`config.mk`:
```
export PLATFORM = sky130hd
export DESIGN_NAME = alu_seq
export DESIGN_NICKNAME = d
export VERILOG_FILES = /design/src/rtl/alu_seq.sv
export SDC_FILE = /design/constraint.sdc
export NUM_CORES = 1
export LEC_CHECK = 0
export ABC_AREA = 1
export BUFFER_PORTS_ARGS = -buffer_cell sky130_fd_sc_hd__buf_4
export CORE_UTILIZATION = 30
export CTS_CLUSTER_SIZE = 14
export DETAILED_ROUTE_END_ITERATION = 6
export SLEW_MARGIN = 0
export SYNTH_ARGS = -nofsm -noshare
export SYNTH_HDL_FRONTEND = slang
export SYNTH_SLANG_ARGS = --single-unit
```
`constraint.sdc`:
```
create_clock -name Clk -period 4.8 [get_ports Clk]
set_clock_uncertainty 0.15 [all_clocks]
set_input_delay 0.48 -clock Clk [delete_from_list [all_inputs] [get_ports Clk]]
set_output_delay 0.48 -clock Clk [all_outputs]
set_load 0.005 [all_outputs]
```
`src/rtl/alu_seq.sv`:
```
// Registered multi-cycle ALU: add, sub, shift-add multiply and (with ALU_DIV_EN)
// restoring divide, behind an Init/Busy/Done handshake. Define ALU_DIV_EN to build the divider.
module alu_seq #(
    parameter int WIDTH = 4
) (
    input  logic               Clk,
    input  logic               Rst_n,
    input  logic [WIDTH-1:0]   A,
    input  logic [WIDTH-1:0]   B,
    input  logic [1:0]         Select,
    input  logic               Init,
    output logic [2*WIDTH-1:0] Sal,
    output logic               Cout,
    output logic               Done,
    output logic               Busy,
    output logic               DivZ
);
    typedef enum logic [1:0] {IDLE, CALC, FIN} state_t;
    localparam int CW = $clog2(WIDTH + 1);

    state_t             state_q;
    logic [WIDTH-1:0]   a_q, b_q;
    logic [1:0]         sel_q;
    logic [CW-1:0]      cnt_q;
    logic [2*WIDTH-1:0] p_q, p_d;
    logic [2*WIDTH-1:0] sal_q, sal_d;
    logic               cout_q, cout_d;
    logic               divz_q, divz_d;
    logic               done_q, busy_q;

    logic [WIDTH:0]     add_w, sub_w, mul_sum;
`ifdef ALU_DIV_EN
    logic [WIDTH:0]     rem_sh;
    logic               div_ge;
    logic [WIDTH-1:0]   div_diff;
`endif

    // p_q holds {acc, multiplier} for mul and {remainder, quotient} for div.
    always_comb begin
        add_w   = {1'b0, a_q} + {1'b0, b_q};
        sub_w   = {1'b0, a_q} + {1'b0, ~b_q} + {{WIDTH{1'b0}}, 1'b1};
        mul_sum = {1'b0, p_q[2*WIDTH-1:WIDTH]} + (p_q[0] ? {1'b0, b_q} : {(WIDTH+1){1'b0}});
        p_d     = {mul_sum, p_q[WIDTH-1:1]};
`ifdef ALU_DIV_EN
        rem_sh   = p_q[2*WIDTH-1:WIDTH-1];
        div_ge   = rem_sh >= {1'b0, b_q};
        div_diff = rem_sh[WIDTH-1:0] - b_q;
        if (sel_q[0])
            p_d = {(div_ge ? div_diff : rem_sh[WIDTH-1:0]), p_q[WIDTH-2:0], div_ge};
`endif
    end

    always_comb begin
        sal_d  = '0;
        cout_d = 1'b0;
        divz_d = 1'b0;
        case (sel_q)
            2'b00: begin
                sal_d  = {{WIDTH{1'b0}}, add_w[WIDTH-1:0]};
                cout_d = add_w[WIDTH];
            end
            2'b01: begin
                sal_d  = {{WIDTH{1'b0}}, sub_w[WIDTH-1:0]};
                cout_d = sub_w[WIDTH];
            end
            2'b10: sal_d = p_q;
            default: begin
`ifdef ALU_DIV_EN
                sal_d  = p_q;
                divz_d = (b_q == '0);
`endif
            end
        endcase
    end

    always_ff @(posedge Clk) begin
        if (!Rst_n) begin
            state_q <= IDLE;
            a_q     <= '0;
            b_q     <= '0;
            sel_q   <= '0;
            cnt_q   <= '0;
            p_q     <= '0;
            sal_q   <= '0;
            cout_q  <= 1'b0;
            divz_q  <= 1'b0;
            done_q  <= 1'b0;
            busy_q  <= 1'b0;
        end else begin
            done_q <= 1'b0;
            case (state_q)
                IDLE: if (Init) begin
                    a_q    <= A;
                    b_q    <= B;
                    sel_q  <= Select;
                    divz_q <= 1'b0;
                    busy_q <= 1'b1;
                    p_q    <= {{WIDTH{1'b0}}, A};
                    cnt_q  <= CW'(WIDTH);
`ifdef ALU_DIV_EN
                    state_q <= Select[1] ? CALC : FIN;
`else
                    state_q <= (Select == 2'b10) ? CALC : FIN;
`endif
                end
                CALC: begin
                    p_q   <= p_d;
                    cnt_q <= cnt_q - CW'(1);
                    if (cnt_q == CW'(1)) state_q <= FIN;
                end
                FIN: begin
                    sal_q   <= sal_d;
                    cout_q  <= cout_d;
                    divz_q  <= divz_d;
                    done_q  <= 1'b1;
                    busy_q  <= 1'b0;
                    state_q <= IDLE;
                end
                default: state_q <= IDLE;
            endcase
        end
    end

    assign Sal  = sal_q;
    assign Cout = cout_q;
    assign DivZ = divz_q;
    assign Done = done_q;
    assign Busy = busy_q;
endmodule

```
==> flow_summary.ini <==
[outcome]
status = finished, final reports clean

[cts]
clk_pin_slew_ns = 0.07
clockRootBuffer = clkbuf_8
postCtsHoldBufs = 0
cts.repair.resized = 0
postCtsSetupRepairBufs = 0
cts_tree = yes
clock-sinks = 34
htree_levels = 2
clkLatencyLatePin_ns = 0.29
cts_buffer_depth = 2
numCtsBuffers = 5

[floorplan]
die_width_um = 78.69
core_um2 = 5574
start_util_pct = 31.65
die_area_um2 = 6191
rows = 27
io_pins = 25
die_h_um = 78.69

[grt]
overflow = 0
grt_pass1_vias = 1420
grt_max_degree = 20
grt_pass1_wl_um = 6630
grt_use_total_pct = 14.12
antenna_found_initial = 0

[worst_setup_path]
r2r_cells = 9
required_ns = 4.84
worstSetupStartpoint = b_q[0]
endpoint_kind = flip-flop
worst_r2r_startpoint = b_q[0]
regToRegEndpoint = Cout
path_max_fanout = 4
crit_type = flip-flop to flip-flop
arrival_ns = 1.84
cp-start-kind = flip-flop
rrSetupSlack_ns = 3.00
endpoint = Cout

[drt]
drt_wl_total_um = 4008
drc = 0
vias_per_cell = 4.681
detail_route.first_pass.iterations = 4
ant_nets = 0
avgRoutedWirePerCell_um = 12.29
drtIter0Drc = 58
vias = 1526

[placed_design]
hpwl_um = 3028
dp_cells = 318
portBuffers = 23
gp_congestion = 0.8109

[yosys]
avgSynthCellArea_um2 = 7.704
postSynthRegisterBits = 34
syn_nets = 259
ys_seq_area_share_pct = 38.58
yosysWarnings = 0
synth_area_um2 = 1764
synth.distinct_cells = 32
syn-instance-count = 229

[timing]
rsz0062_at_grt = no
tns_ns = 0
fin_crit_sh_pct = 37.47
fmax_mhz = 556.1
finalCriticalPeriod_ns = 1.798
hold_viol = 0
setup_viol = 0
slew_violations = 0

[layout]
post-route-util_pct = 37.35
regArea_um2 = 680.7
layout.nets = 283
drive_gt1_share_pct = 18.50
multi_input_area_um2 = 938.4
n_fill_cell = 600
diodes = 0
area_growth_pct = 18.01
fin_cells = 326

[power]
power_per_cell_area_nw_per_um2 = 330.9
p_leak_nw = 0.9652
peakVddDrop_mv = 0.1071
finalPower_mw = 0.6889

[worst_hold_path]
hold_class = input port to flip-flop
hold_path_depth = 3

[flow_run]
max_cap_viol_count = 0
synthesized netlist by cell type (all sizes together):
cell type	n	area share, %
conb	1	0.21
or2	1	0.35
a22oi	4	1.7
a21boi	1	0.43
nor2	21	5.2
o211ai	1	0.43
o221ai	1	0.50
a21oi	25	7.5
nand3	12	4.0
dfxtp	34	39
fa	3	3.4
a211oi	1	0.43
ha	14	9.9
nor3	2	0.57
inv	29	6.2
a31oi	4	1.4
nand2	47	10
o21ai	20	5.7
clkbuf	1	0.21
buf	5	1.8
nor4	1	0.35
a221oi	1	0.85
registers in the layout (all words and copies together) (netlist names):
signal,cells
Busy,1
Cout,1
a_q,4
cnt_q,3
sel_q,2
state_q,2
Sal,8
p_q,8
b_q,4
Done,1
per-stage QoR:
step / instance area (um2) / hold slack [ns] / setup WS [ns]
after floorplan: 1764 / 0.2890 / 3.164
after global placement: 1991 / 0.3080 / 3.015
after detailed placement: 1991 / 0.3107 / 3.018
after CTS: 2082 / 0.2982 / 3.000
final: 2082 / 0.2992 / 3.002
after global routing: 2082 / 0.3048 / 2.905
cell usage in the layout, fill, tap and decap left out, types with 3 or more instances in the layout:
cell	count
fa_1	3
buf_4	23
a21oi_1	23
clkbuf_8	6
inv_1	22
o21ai_0	15
a31oi_1	4
dfxtp_1	34
nand2_1	45
a22oi_1	4
o21ai_1	5
ha_1	14
nor2_1	18
nand3_1	10
inv_2	7
critical path, cell delays in order, from the launching register on:
cell and delay (ns):
dfxtp_1 0.40, ha_1 0.17, inv_1 0.06, fa_1 0.39, nand2_1 0.10, a21oi_1 0.07, o21ai_0 0.15, nand3_1 0.10
o211ai_1 0.08, inv_1 0.05
final cells by class:
type	count	area share (%)
flip-flops and latches	34	32.69
multi-input cells	160	45.07
repair buffers	23	8.293
clock buffers	7	4.147
clock inverters	1	0.2404
inverters	29	5.228
well taps	72	4.327
worst min path at each step:
stage               startpoint        to
floorplan             cnt_q[1]  cnt_q[1]
global placement        Sal[2]    Sal[2]
detailed placement    cnt_q[1]  cnt_q[1]
CTS                       A[1]    a_q[1]
global route              A[1]    a_q[1]
finish                    B[0]    b_q[0]
per-layer routing:
metal	GRT usage [%]	vias up	wire length, um
li1	-	802	-
met1	18.91	686	2065
met2	21.04	31	1658
met3	4.070	7	227
met4	5.741	0	57
met5	0	-	0
kinds of logic after synthesis:
family | share of synthesized area [%]
AO/OA/AOI/OAI | 18.94
adder cells (fa/ha/maj) | 13.33
buffers and inverters | 8.227
flip-flops | 38.58
other | 0.2126
AND/OR/NAND/NOR | 20.71
where the power goes:
part           total (mW)  internal (mW)  leakage [nW]  switching (mW)
sequential          0.326          0.304         0.279          0.0219
clock               0.223          0.116        0.0482           0.107
combinational       0.140         0.0553         0.638          0.0844
No activity file was read; power rests on OpenSTA's default activity.
